==> src/rtl/led_frame_ctrl.sv <==
// LED daisy-chain frame controller.
// A free-running counter produces a frame tick. On each enabled tick the
// block fetches four channel words per LED from a pixel buffer, from the last
// LED down to LED 0, and shifts each word out MSB first on o_clk/o_dai.
// A two-clock latch pulse and a one-clock done pulse close the frame.
module led_frame_ctrl #(
   parameter int c_frame_period = 16666,
   parameter int c_frame_max    = 120,
   parameter int c_num_leds     = 8,
   parameter int c_word_width   = 16
) (
   input  logic                              i_clk,
   input  logic                              i_rst,
   input  logic                              i_enable,
   output logic [$clog2(c_num_leds*4)-1:0]   o_rd_addr,
   input  logic [c_word_width-1:0]           i_rd_data,
   output logic                              o_clk,
   output logic                              o_dai,
   output logic                              o_lat,
   output logic [$clog2(c_frame_max)-1:0]    o_frame,
   output logic                              o_frame_done,
   output logic                              o_overrun
);

   localparam int AW = $clog2(c_num_leds*4);
   localparam int FW = $clog2(c_frame_max);
   localparam int CW = (c_frame_period > 1) ? $clog2(c_frame_period) : 1;
   localparam int LW = (c_num_leds > 1) ? $clog2(c_num_leds) : 1;
   localparam int BW = (c_word_width > 1) ? $clog2(c_word_width) : 1;

   typedef enum logic [2:0] {
      IDLE,
      FETCH,
      LOAD,
      SHIFT,
      LATCH,
      DONE
   } state_t;

   state_t                  state;
   state_t                  next_state;

   logic [CW-1:0]           count;
   logic                    tick;

   logic [LW-1:0]           led;
   logic [LW-1:0]           next_led;
   logic [1:0]              ch;
   logic [1:0]              next_ch;
   logic [BW-1:0]           bit_cnt;
   logic [BW-1:0]           next_bit;
   logic                    phase;
   logic                    next_phase;
   logic                    lat_cnt;
   logic                    next_lat_cnt;
   logic [c_word_width-1:0] shreg;
   logic [c_word_width-1:0] next_shreg;
   logic [c_word_width-1:0] shifted;

   logic [AW-1:0]           next_addr;
   logic                    next_sclk;
   logic                    next_dai;
   logic                    next_lat;
   logic                    next_done;

   // Buffer address of a given LED and channel: led*4 + channel.
   function automatic logic [AW-1:0] addr_of(input logic [LW-1:0] l, input logic [1:0] c);
      addr_of = AW'(int'(l) * 4 + int'(c));
   endfunction

   assign tick = (count == CW'(c_frame_period - 1));

   // Frame period counter and frame number, advanced on every tick.
   always_ff @(posedge i_clk or posedge i_rst) begin
      if (i_rst) begin
         count   <= '0;
         o_frame <= '0;
      end else begin
         if (tick) begin
            count <= '0;
            if (o_frame == FW'(c_frame_max - 1)) begin
               o_frame <= '0;
            end else begin
               o_frame <= o_frame + FW'(1);
            end
         end else begin
            count <= count + CW'(1);
         end
      end
   end

   // Sticky overrun: a tick arrived while a frame was still in progress.
   always_ff @(posedge i_clk or posedge i_rst) begin
      if (i_rst) begin
         o_overrun <= 1'b0;
      end else if (tick && (state != IDLE)) begin
         o_overrun <= 1'b1;
      end
   end

   // FSM state register.
   always_ff @(posedge i_clk or posedge i_rst) begin
      if (i_rst) begin
         state <= IDLE;
      end else begin
         state <= next_state;
      end
   end

   // Next state, datapath updates and next values of the registered outputs.
   always_comb begin
      next_state   = state;
      next_led     = led;
      next_ch      = ch;
      next_bit     = bit_cnt;
      next_phase   = phase;
      next_lat_cnt = lat_cnt;
      next_shreg   = shreg;
      next_addr    = o_rd_addr;
      next_sclk    = 1'b0;
      next_dai     = 1'b0;
      next_lat     = 1'b0;
      next_done    = 1'b0;
      shifted      = shreg << 1;

      case (state)
         IDLE: begin
            if (tick && i_enable) begin
               next_state = FETCH;
               next_led   = LW'(c_num_leds - 1);
               next_ch    = 2'd0;
               next_addr  = addr_of(LW'(c_num_leds - 1), 2'd0);
            end
         end

         FETCH: begin
            next_state = LOAD;
         end

         LOAD: begin
            next_state = SHIFT;
            next_shreg = i_rd_data;
            next_bit   = '0;
            next_phase = 1'b0;
            next_dai   = i_rd_data[c_word_width-1];
         end

         SHIFT: begin
            if (!phase) begin
               // Second half of the bit: raise o_clk, keep data stable.
               next_phase = 1'b1;
               next_sclk  = 1'b1;
               next_dai   = shreg[c_word_width-1];
            end else begin
               next_phase = 1'b0;
               next_shreg = shifted;
               if (bit_cnt == BW'(c_word_width - 1)) begin
                  if ((led == '0) && (ch == 2'd3)) begin
                     next_state   = LATCH;
                     next_lat     = 1'b1;
                     next_lat_cnt = 1'b0;
                  end else begin
                     next_state = FETCH;
                     if (ch == 2'd3) begin
                        next_ch  = 2'd0;
                        next_led = led - LW'(1);
                     end else begin
                        next_ch = ch + 2'd1;
                     end
                     next_addr = addr_of(next_led, next_ch);
                  end
               end else begin
                  next_bit = bit_cnt + BW'(1);
                  next_dai = shifted[c_word_width-1];
               end
            end
         end

         LATCH: begin
            if (!lat_cnt) begin
               next_lat     = 1'b1;
               next_lat_cnt = 1'b1;
            end else begin
               next_state = DONE;
               next_done  = 1'b1;
            end
         end

         DONE: begin
            next_state = IDLE;
         end

         default: begin
            next_state = IDLE;
         end
      endcase
   end

   // Datapath and registered outputs.
   always_ff @(posedge i_clk or posedge i_rst) begin
      if (i_rst) begin
         led          <= '0;
         ch           <= '0;
         bit_cnt      <= '0;
         phase        <= 1'b0;
         lat_cnt      <= 1'b0;
         shreg        <= '0;
         o_rd_addr    <= '0;
         o_clk        <= 1'b0;
         o_dai        <= 1'b0;
         o_lat        <= 1'b0;
         o_frame_done <= 1'b0;
      end else begin
         led          <= next_led;
         ch           <= next_ch;
         bit_cnt      <= next_bit;
         phase        <= next_phase;
         lat_cnt      <= next_lat_cnt;
         shreg        <= next_shreg;
         o_rd_addr    <= next_addr;
         o_clk        <= next_sclk;
         o_dai        <= next_dai;
         o_lat        <= next_lat;
         o_frame_done <= next_done;
      end
   end

endmodule

==> config.mk <==
export PLATFORM = sky130hd
export DESIGN_NAME = led_frame_ctrl
export DESIGN_NICKNAME = d
export VERILOG_FILES = /design/src/rtl/led_frame_ctrl.sv
export SDC_FILE = /design/constraint.sdc
export NUM_CORES = 1
export LEC_CHECK = 0
export BUFFER_PORTS_ARGS = -buffer_cell sky130_fd_sc_hd__buf_2
export CAP_MARGIN = 20
export CORE_ASPECT_RATIO = 1.25
export CORE_UTILIZATION = 23
export CTS_BUF_LIST = sky130_fd_sc_hd__clkbuf_4
export DETAILED_ROUTE_END_ITERATION = 8
export GPL_TIMING_DRIVEN = 1
export MAX_ROUTING_LAYER = met4
export PLACE_DENSITY_LB_ADDON = 0.2
export SLEW_MARGIN = 20
export SYNTH_ARGS = -nofsm -noshare
export SYNTH_HDL_FRONTEND = slang
export SYNTH_SLANG_ARGS = --single-unit
==> constraint.sdc <==
create_clock -name i_clk -period 5.7 [get_ports i_clk]
set_clock_uncertainty 0.1 [all_clocks]
set_input_delay 0.855 -clock i_clk [delete_from_list [all_inputs] [get_ports i_clk]]
set_output_delay 0.855 -clock i_clk [all_outputs]
set_load 0.005 [all_outputs]
---- Word level (Yosys, flattened, before mapping) ----
Index checks and enable logic that the tools add are counted.
cells by class
  $add $sub $neg .......................... 6
  equality and inequality tests ........... 15
  muxes and demuxes ....................... 55
  reduce and logical (&&, ||, !) cells .... 14
operators by type and width
  operator                                              count
  2-to-1 mux 3 bit                                      14
  one-hot mux 16 bit (2 select lines)                   1
  2-to-1 mux 5 bit                                      4
  2-to-1 mux 2 bit                                      9
  2-to-1 mux 16 bit                                     1
  adder 15 x 1 -> 15 bit (second input constant)        1
  equality test 15 bit (second input constant)          1
  2-to-1 mux 15 bit                                     1
  one-hot mux 3 bit (5 select lines)                    1
  != test 2 bit (second input constant)                 7
  2-to-1 mux 1 bit                                      13
  one-hot mux 5 bit (2 select lines)                    1
  2-to-1 mux 4 bit                                      2
  one-hot mux 1 bit (2 select lines)                    4
  one-hot mux 4 bit (2 select lines)                    1
  AND reduction 4 bit                                   2
  adder 7 x 1 -> 7 bit (second input constant)          1
  equality test 7 bit (second input constant)           1
  2-to-1 mux 7 bit                                      1
  equality test 3 x 2 -> 1 bit (second input constant)  2
  zero test 3 bit                                       2
  one-hot mux 3 bit (2 select lines)                    1
  nonzero test 2 bit                                    3
  adder 5 x 2 -> 5 bit                                  1
  13 further kinds                                      15
storage, ports and cells
  input bits .............................. 19
  word-level logic and storage cells ...... 105
  output and inout port bits .............. 17
  register bits after elaboration ......... 62

---- Depth between registers and ports, before layout ----
Gate-level depths: netlist of run 1.
  word-level depth ........................ 11
  mapped depth ............................ 8
  mapped depth without buffers ............ 7

---- Least setup slack after synthesis of run 1 ----
OpenSTA, ideal clock, no wires.
  kind .................................... register to register
  start point ............................. reg o_rd_addr[2] (netlist name)
  end point ............................... reg o_rd_addr[0]
  library setup time ...................... 0.120 ns
  buffers on the path ..................... 0
  setup slack ............................. 3.839 ns
  clock period less this slack ............ 1.861 ns
  arrival time ............................ 1.641 ns
  stages on the path, launching flop included .. 7
  required time ........................... 5.480 ns
  cell sequence ........................... dfrtp_1 > inv_1 > ha_1 > ha_1 > and2_1 > or4_4 > a31o_1
RTL lines
  item                  line  RTL
  end signal, assigned  220   o_rd_addr <= next_addr;
  end, declared         15    output logic [$clog2(c_num_leds*4)-1:0] o_rd_addr,

---- Worst setup path in the final report of run 1 ----
  start point ............................. reg count[1]
  end point ............................... reg o_rd_addr[1]
between the ends
  word-level cells in the longest chain between the ends .. 4
ends and longest elaborated chain
  item                           line  RTL
  start, declared                43    logic [CW-1:0] count;
  start signal, assigned         87    count <= count + CW'(1);
  equality test 15 bit           71    assign tick = (count == CW'(c_frame_period - 1));
  logical AND 1 bit              128   if (tick && i_enable) begin
  != test 2 bit (no line)        -
  AND reduction 5 bit (no line)  -
No other way between the ends.
A chain may end at the register's enable or synchronous reset.

==> out/metrics.yaml, run 1 <==
synth:
  syn_avg_cell_area_sq_um: 10.4
  yosys.area.top_type_share_pct: 51.2
  synthesis.area_sq_mm: 0.00279
  synthCells: 268
  ys.flop_type: "dfrtp_1"
  ys_types: 45
  syn_nets: 294
  synth_seq_area_share_pct: 51.2
  yosys-top-cells-area: "dfrtp_1 (51%), mux2i_1 (5.4%), nand2_1 (4.7%), xnor2_1 (3.8%), o21ai_1 (3.6%)"
  yosys.area.top_type: "dfrtp_1"
  synthArstFlopShare_pct: 100
  ys_seq_elements: 57
  synth_edf_count: 0
  yosysWarnings: 0
worst_setup_path:
  worst-setup-path-type: "register to register"
  worstReg2RegEnd: "o_rd_addr[1]$_DFFE_PP0P_"
  slowest_delay_ps: 610
  crit_required_ps: 5890
  reg2reg_from: "count[1]$_DFF_PP0_"
  critPathArrivalTime_ps: 2390
  rrSetupSlack_ps: 3500
  cp.depth: 6
  start_kind: "register"
  cp_num_buf_inv: 1
  crit_chain: "inv_1 > ha_1 > nor4b_2 > and4_1 > nand3_1 > a31o_1"
  crit_fanout: 17
  critPathCaptureType: "register"
  cp_slowest_cell: "and4_1"
  path_delay_family: "simple AND/OR/NAND/NOR gates"
  reg2reg_depth: 6
sta:
  rsz0062_at_grt: "no"
  report.final.slew_viol_count: 0
  setup_viol: 0
  slew_headroom_pct: 49.5
  final.period_utilization_pct: 38.5
  fin_ws_ps: 3500
  whs_ps: 392
  fmax_ghz: 0.455
  fin_crit_ps: 2200
  finalHoldViolations: 0
  worst_slew_pin_slew_ps: 758
  fin_setup_tns_ps: 0
cts:
  clk_latency_ps: 400
  clockBufferDepth: 2
  cts_buffers: 9
  clk_transition_reported_paths_ps: 100
  hold_buffers: 0
  cts_resized: 0
  cts_tree: "yes"
  cts_root_buffer: "clkbuf_4"
  cts-htree-levels: 3
  cts.sinks: 57
  cts_setup_buffers: 0
die:
  fp.dieArea_sq_mm: 0.0126
  die_h_um: 125
  core_sq_mm: 0.0117
  die_w_um: 100
  pin_count: 36
  start_util_pct: 23.8
  rows: 44
routing:
  via_per_inst: 4.42
  routed_wl_um: 5900
  vias: 2079
  postRouteAntennaNets: 0
  wl_per_cell_um: 12.6
  drc: 0
  first_pass_iters: 4
  drtIter0Drc: 97
place:
  placedCellCount: 454
  hpwl_um: 4060
  port_buffers: 35
  dp_worst_setup_slack_ps: 3440
  gp_congestion: 0.697
  placed_area_sq_mm: 0.00312
flow_run:
  drv_cap: 0
cells_and_area:
  mostFrequentLayoutCells: "dfrtp_1 (57), nand2_1 (35), buf_2 (35)"
  layout-drive-gt1-share_pct: 20.1
  area_growth_pct: 16.7
  final_nets: 330
  postLayoutCoreUtil_pct: 27.7
  stdcell_count: 470
  mostFrequentLayoutCell: "dfrtp_1"
  final_area_sq_mm: 0.00325
  diodes: 0
power:
  p_sw_share_pct: 22.7
  clkPwrFrac_pct: 41.4
  power_frac_seq_pct: 56.1
  ir_drop_v: 0.0000979
  p_int_mw: 0.557
  power.switching_mw: 0.163
  power_density_mw_per_mm2: 221
  p_comb_share_pct: 2.5
  power.total_mw: 0.720
  leakagePower_nw: 1.54
global_routing:
  first_global_vias: 2249
  grt_max_degree: 58
  grt_remaining_overflow: 0
  grt_use_total_pct: 11.3
  grt_pass1_wl_um: 10700
  antenna_found_initial: 0
worst_hold_path:
  hold_end: "o_overrun$_DFFE_PP0P_"
  hold_path.startpoint: "o_overrun$_DFFE_PP0P_"
  min_path_cells: 1
  min_path_type: "register to register"
status:
  status: "finished clean"
worst register-to-register path, stage by stage, from the launching register on:
cell and delay [ps]:
dfrtp_1 420, inv_1 70, ha_1 140, nor4b_2 240, and4_1 610, nand3_1 250
a31o_1 260
cell families (layout without fill, tap and decap cells):
| logic type | count (synthesis) | in the layout | synth area share [%] |
|---|---|---|---|
| AOI/OAI and AO/OA | 51 | 51 | 12.0 |
| xor gates and xnor gates | 15 | 15 | 4.72 |
| adders and majority gates | 7 | 7 | 3.14 |
| buffers and inverters | 21 | 62 | 3.64 |
| DFF | 57 | 57 | 51.2 |
| muxes | 15 | 15 | 5.39 |
| and+or+nand+nor | 102 | 102 | 19.9 |
Yosys cell counts, drive strengths merged (2+ instances only):
cell      n
clkbuf    2
o2bb2ai   3
nand2    35
xnor2    12
nor2b     3
a21o      3
nor4      2
a21oi     3
nor3      8
nand4    10
ha        7
nor4b     3
and4      2
and2      2
nor2     17
a31o      2
nand3    10
dfrtp    57
and3      3
mux2i    15
a31oi     5
inv       9
xor2      3
buf      10
a22o      2
o21ai    25
how the worst max path moves through the flow:
stage | startpoint | slack (ps) | end
floorplan | i_rst | 3350 | bit_cnt[0]$_DFFE_PP0P_
global placement | count[1]$_DFF_PP0_ | 3510 | o_rd_addr[0]$_DFFE_PP0P_
detailed placement | count[1]$_DFF_PP0_ | 3440 | o_rd_addr[1]$_DFFE_PP0P_
CTS | count[1]$_DFF_PP0_ | 3400 | o_rd_addr[1]$_DFFE_PP0P_
global route | count[1]$_DFF_PP0_ | 3260 | o_rd_addr[0]$_DFFE_PP0P_
finish | count[1]$_DFF_PP0_ | 3500 | o_rd_addr[1]$_DFFE_PP0P_
sequential cells by signal, summed over array words and instances, names as in the netlist:
name	count
o_frame	7
o_clk	1
o_frame_done	1
state	3
o_overrun	1
o_lat	1
phase	1
lat_cnt	1
shreg	16
bit_cnt	4
o_dai	1
count	15
o_rd_addr	5
power by group through the flow:
| stage | logic, mW | registers, mW | clock network (mW) |
|---|---|---|---|
| 5_1_grt | 0.0217 | 0.404 | 0.333 |
| 2_1_floorplan | 0.00890 | 0.412 | 0 |
| 4_1_cts | 0.0196 | 0.404 | 0.316 |
| 6_report | 0.0183 | 0.404 | 0.298 |
| 3_3_place_gp | 0.0197 | 0.412 | 0 |
| 3_5_place_dp | 0.0196 | 0.412 | 0 |
cell type report:
| type | count | area [sq um] |
|---|---|---|
| timing repair buffer | 37 | 190 |
| multi-input combinational | 190 | 1270 |
| sequential | 57 | 1430 |
| clock inverter | 4 | 43.8 |
| clock buffer | 12 | 90.1 |
| inverter | 9 | 33.8 |
| fill | 1244 | 8470 |
| tap | 161 | 201 |
routing by layer:
layer / track usage, % / wire length (um) / share of wire (%)
met5: - / 0 / 0
met4: 5.88 / 121 / 2.0
met3: 2.91 / 194 / 3.3
met2: 17.3 / 2850 / 48
met1: 13.5 / 2740 / 46
Power figures use the tool's default switching activity.
==> run 2: changes to the inputs <==
Clock period 5.7 ns to 1.86 ns, I/O delays scaled along.
==> run 2 against run 1 <==
Compared with the run above: power grew to 3.1 times the previous value; largest cell class unchanged; setup slack worse by 3400 ps; highest routed layer unchanged; sequential share of layout area decreased by 2.9 points; critical path type unchanged.
==> out/metrics.yaml, run 2 (synthesized netlist as in run 1, its figures left out) <==
status:
  status: "finished clean"
routing:
  routed_wl_um: 6140  # +4.0%
  postRouteAntennaNets: 0  # unchanged
  wl_per_cell_um: 12.4  # -1.3%
  first_pass_iters: 4  # unchanged
  via_per_inst: 4.36  # -1.4%
  drc: 0  # unchanged
  drtIter0Drc: 70  # -28%
  vias: 2158  # +3.8%
cells_and_area:
  area_growth_pct: 25.1
  final_nets: 355  # +7.6%
  postLayoutCoreUtil_pct: 29.7  # +2.0 points
  regArea_sq_mm: 0.00143  # about the same
  largest_register: "shreg"
  largest_reg_flops: 16  # unchanged
  mostFrequentLayoutCell: "dfrtp_1"
  largestRegisters: "shreg x16, count x15, o_frame x7"
  layout-drive-gt1-share_pct: 26.0  # +6.0 points
  fillers: 1257  # +1.0%
  multi_input_area_sq_mm: 0.00127  # unchanged
  diodes: 0  # unchanged
  mostFrequentLayoutCells: "dfrtp_1 (56), nand2_1 (35), buf_2 (35)"
place:
  port_buffers: 35  # unchanged
  hpwl_um: 4360  # +7.2%
  gp_congestion: 0.778  # +12%
cts:
  clockBufferDepth: 2  # unchanged
  cts_root_buffer: "clkbuf_4"
  cts_buffers: 9  # unchanged
  clk_latency_ps: 410  # about the same
  cts.sinks: 57  # unchanged
  cts_tree: "yes"
  cts-htree-levels: 3  # unchanged
  clk_transition_reported_paths_ps: 110  # about the same
sta:
  finalHoldViolations: 0  # unchanged
  report.final.slew_viol_count: 0  # unchanged
  whs_ps: 42.5  # -350 ps
  fin_crit_ps: 1770  # -427 ps
  final.period_utilization_pct: 95.2  # +57 points
  rsz0062_at_grt: "yes"
  fmax_ghz: 0.565  # +24%
  slew_headroom_pct: 68.2  # +19 points
  worst_slew_pin_slew_ps: 473  # -285 ps
  setup_viol: 0  # unchanged
die:
  rows: 44  # unchanged
  start_util_pct: 23.8  # unchanged
  die_h_um: 125  # unchanged
  core_sq_mm: 0.0117  # unchanged
  fp.dieArea_sq_mm: 0.0126  # unchanged
  die_w_um: 100  # unchanged
  pin_count: 36  # unchanged
power:
  leakagePower_nw: 1.67  # +8.0%
  p_int_mw: 1.69  # +200%
  ir_drop_v: 0.000355  # +260%
  power.total_mw: 2.23  # +210%
  p_comb_share_pct: 3.1  # +0.6 points
  p_sw_share_pct: 24.3  # +1.6 points
  power_density_mw_per_mm2: 639  # +190%
  power_frac_seq_pct: 55.6  # -0.5 points
  clkPwrFrac_pct: 41.3  # about the same
  power.switching_mw: 0.540  # +230%
worst_setup_path:
  reg2reg_from: "o_rd_addr[2]$_DFFE_PP0P_"
  worst-setup-path-type: "register to register"
  crit_path_start: "o_rd_addr[2]$_DFFE_PP0P_"
  start_kind: "register"
  reg2reg_depth: 6  # unchanged
  crit_required_ps: 2060  # -3830 ps
  critPathCaptureType: "register"
  critPathArrivalTime_ps: 1970  # -420 ps
  crit_fanout: 4  # -13
global_routing:
  antenna_found_initial: 0  # unchanged
  grt_use_total_pct: 11.3  # +0.032 points
  use_met2_pct: 17.4  # +0.081 points
  grt_pass1_wl_um: 10800  # +0.45%
  busiest_layer: "met2"
  grt_max_degree: 32  # -45%
  grt.met3_usage_pct: 3.02  # +0.11 points
  grt_remaining_overflow: 0  # unchanged
  first_global_vias: 2208  # -1.8%
  use_met1_pct: 14.0  # +0.43 points
flow_run:
  drv_cap: 0  # unchanged
worst_hold_path:
  min_path_type: "input port to register"
  hold_path.startpoint: "i_rd_data[9]"
  min_path_cells: 3  # +2
## run 2: critical path, stage by stage, from the launching register on
cell and delay, ps:
dfrtp_1 360, inv_1 40, ha_1 190, ha_2 190, and2_4 160, or4_4 440
a31o_1 200
## run 2: area by class of cell
class	instances	area share (%)
repair buffers	62	12.1
flip-flops and latches	57	41.0
clock buffers	10	2.15
inverters	9	0.969
multi-input cells	190	36.3
well taps	161	5.78
clock inverters	6	1.69
## run 2: metal layers
metal | routed length [um] | vias up
met2 | 2970 | 34
li1 | - | 1079
met4 | 100 | 0
met3 | 172 | 12
met1 | 2900 | 1033
met5 | 0 | -
## run 2: power by group through the flow
| stage | logic (mW) | clock network [mW] | registers (mW) |
|---|---|---|---|
| after floorplan | 0.0273 | 0 | 1.26 |
| after global placement | 0.0685 | 0 | 1.26 |
| after detailed placement | 0.0687 | 0 | 1.26 |
| after CTS | 0.0736 | 0.974 | 1.24 |
| after global routing | 0.0819 | 1.02 | 1.24 |
| final | 0.0695 | 0.918 | 1.24 |
## run 2: timing repair
item,CTS,global route
setup endpoints to repair,0,7
hold endpoints to repair,17,0
hold buffers,3,0
resized for setup,0,3
buffers inserted,0,2
## run 2: path summary, 6_finish.rpt
check                                                end  slack, ps
worst max-delay path            o_rd_addr[0]$_DFFE_PP0P_         90
worst min-delay path                shreg[9]$_DFFE_PP0P_         40
max in group asynchronous             count[9]$_DFF_PP0_        870
worst max register to register  o_rd_addr[0]$_DFFE_PP0P_         90
worst min register to register     o_overrun$_DFFE_PP0P_        360
min in group asynchronous           shreg[5]$_DFFE_PP0P_        310
## run 2: per-stage QoR
step                      area, sq um  worst slack [ps]  setup TNS (ps)  std cells
after floorplan                  2790              14.1               0        268
after global placement           3300              55.4               0        474
after detailed placement         3300              25.8               0        474
after CTS                        3460              5.42               0        493
after global routing             3490             -9.18           -14.3        495
final                            3490              89.9               0        495
==> run 3: changes to the inputs <==
--- a/constraint.sdc
+++ b/constraint.sdc
@@ -3,3 +3,3 @@
 set_input_delay 0.279 -clock i_clk [delete_from_list [all_inputs] [get_ports i_clk]]
 set_output_delay 0.279 -clock i_clk [all_outputs]
-set_load 0.005 [all_outputs]
+set_load 0.01 [all_outputs]
==> run 3 against run 2 <==
Compared with the run above: design area increased by 0.50%; count of clock-buffer cells in the layout shrank 1; routed wire length fell by 0.33%; power shrank 7.6%; combinational power decreased by 1%; sequential power hardly changed; global-route usage fell by 0.13 points; clock power shrank 18%; fmax decreased by 4.8%; non-clock buffer count stayed put; critical endpoint unchanged; largest cell class unchanged; highest routed layer unchanged.
==> out/metrics.yaml, run 3 (synthesized netlist as in run 1, its figures left out) <==
status:
  status: "finished clean"
die:
  rows: 44  # unchanged
  die_w_um: 100  # unchanged
  core_sq_mm: 0.0117  # unchanged
  die_h_um: 125  # unchanged
  start_util_pct: 23.8  # unchanged
  fp.dieArea_sq_mm: 0.0126  # unchanged
  pin_count: 36  # unchanged
routing:
  postRouteAntennaNets: 0  # unchanged
  drc: 0  # unchanged
  drtIter0Drc: 95  # +36%
  vias: 2156  # -0.093%
  routed_wl_um: 6120  # -0.33%
  wl_per_cell_um: 12.4  # -0.33%
  first_pass_iters: 4  # unchanged
  via_per_inst: 4.36  # about the same
cts:
  clockBufferDepth: 2  # unchanged
  cts_tree: "yes"
  cts.sinks: 57  # unchanged
  cts_root_buffer: "clkbuf_4"
  cts_buffers: 9  # unchanged
  cts-htree-levels: 3  # unchanged
  clk_transition_reported_paths_ps: 110  # about the same
  clk_latency_ps: 410  # about the same
global_routing:
  grt_use_total_pct: 11.2  # -0.13 points
  first_global_vias: 2179  # -1.3%
  antenna_found_initial: 0  # unchanged
  grt_max_degree: 58  # +81%
  grt_pass1_wl_um: 10600  # -1.6%
  grt_remaining_overflow: 0  # unchanged
cells_and_area:
  diodes: 0  # unchanged
  regArea_sq_mm: 0.00143  # about the same
  multi_input_area_sq_mm: 0.00131  # +3.6%
  area_growth_pct: 25.7
  largestRegisters: "shreg x16, count x15, o_frame x7"
  postLayoutCoreUtil_pct: 29.9  # +0.15 points
  largest_register: "shreg"
  final_area_sq_mm: 0.00350  # +0.50%
  stdcell_count: 495  # unchanged
  mostFrequentLayoutCell: "dfrtp_1"
  fillers: 1232  # -2.0%
  largest_reg_flops: 16  # unchanged
  mostFrequentLayoutCells: "dfrtp_1 (57), buf_2 (35), nand2_1 (34)"
  final_nets: 355  # unchanged
  layout-drive-gt1-share_pct: 26.6  # +0.60 points
power:
  power.total_mw: 2.06  # -7.6%
  ir_drop_v: 0.000244  # -31%
  power_density_mw_per_mm2: 587  # -8.1%
  leakagePower_nw: 1.67  # about the same
worst_setup_path:
  crit_top_cell: "ha_4"
  critPathArrivalTime_ps: 2060  # +90 ps
  worst-setup-path-type: "register to register"
  cp_num_buf_inv: 1  # unchanged
  slowest_delay_ps: 560  # +120 ps
  crit_chain: "inv_2 > ha_4 > ha_4 > and2_4 > or4_4 > a31o_1"
  cp_slowest_cell: "or4_4"
  path_delay_family: "simple AND/OR/NAND/NOR gates"
  start_kind: "register"
  crit_required_ps: 2060  # about the same
  crit_fanout: 4  # unchanged
  critPathCaptureType: "register"
sta:
  final.period_utilization_pct: 99.9  # +4.8 points
  slew_headroom_pct: 66.0  # -2.3 points
  fmax_ghz: 0.538  # -4.8%
  fin_ws_ps: 1.47  # -88.4 ps
  finalHoldViolations: 0  # unchanged
  whs_ps: 33.2  # -9.31 ps
  fin_crit_ps: 1860  # +88.4 ps
  worst_slew_pin_slew_ps: 507  # +33.6 ps
  fin_setup_tns_ps: 0  # unchanged
  setup_viol: 0  # unchanged
  rsz0062_at_grt: "yes"
  report.final.slew_viol_count: 0  # unchanged
place:
  gp_congestion: 0.733  # -5.8%
  placed_area_sq_mm: 0.00327  # -0.99%
  dp_worst_setup_slack_ps: 36.2  # +10.4 ps
  placedCellCount: 471  # -0.63%
  port_buffers: 35  # unchanged
  hpwl_um: 4260  # -2.3%
flow_run:
  drv_cap: 0  # unchanged
worst_hold_path:
  min_path_type: "input port to register"
-- run 3: path summary, 6_finish.rpt --
kind	start	end	slack, ps	cells after the start
worst max-delay path	o_rd_addr[3]$_DFFE_PP0P_	o_rd_addr[0]$_DFFE_PP0P_	1	6
worst max register to register	o_rd_addr[3]$_DFFE_PP0P_	o_rd_addr[0]$_DFFE_PP0P_	1	6
min in group asynchronous	i_rst	shreg[5]$_DFFE_PP0P_	350	4
max in group asynchronous	i_rst	count[13]$_DFF_PP0_	1000	4
worst min-delay path	i_rd_data[14]	shreg[14]$_DFFE_PP0P_	30	3
worst min register to register	shreg[15]$_DFFE_PP0P_	shreg[15]$_DFFE_PP0P_	390	2
-- run 3: worst reg2reg max path, delay by kind of cell, from the launching register on --
family | cells | cell delay [ps]
fa+ha+maj | 2 | 310
compound gates | 1 | 190
buf+inv | 1 | 60
simple gates | 2 | 710
flops | 1 | 380
-- run 3: timing repair --
item,CTS,global route
resized for setup,0,13
buffers inserted,0,2
hold endpoints to repair,62,0
endpoints found under the setup margin,0,12
hold buffers,6,0
-- run 3: metal layers --
layer	vias to the layer above	wire [um]	global-route usage [%]
li1	1076	-	-
met1	1040	2820	13.2
met2	29	3000	17.6
met3	11	187	3.02
met4	0	108	5.12
met5	-	0	-
-- run 3: report_power, final --
group          internal, mW  switching (mW)
clock                 0.258           0.492
sequential             1.24               0
combinational        0.0315          0.0372
total                  1.53           0.529
-- run 3: area by class of cell --
class / instances / area share (%)
clock buffer: 9 / 1.93
clock inverter: 7 / 1.07
inverter: 9 / 0.964
multi-input combinational: 190 / 37.4
sequential: 57 / 40.7
tap: 161 / 5.75
timing repair buffer: 62 / 12.1
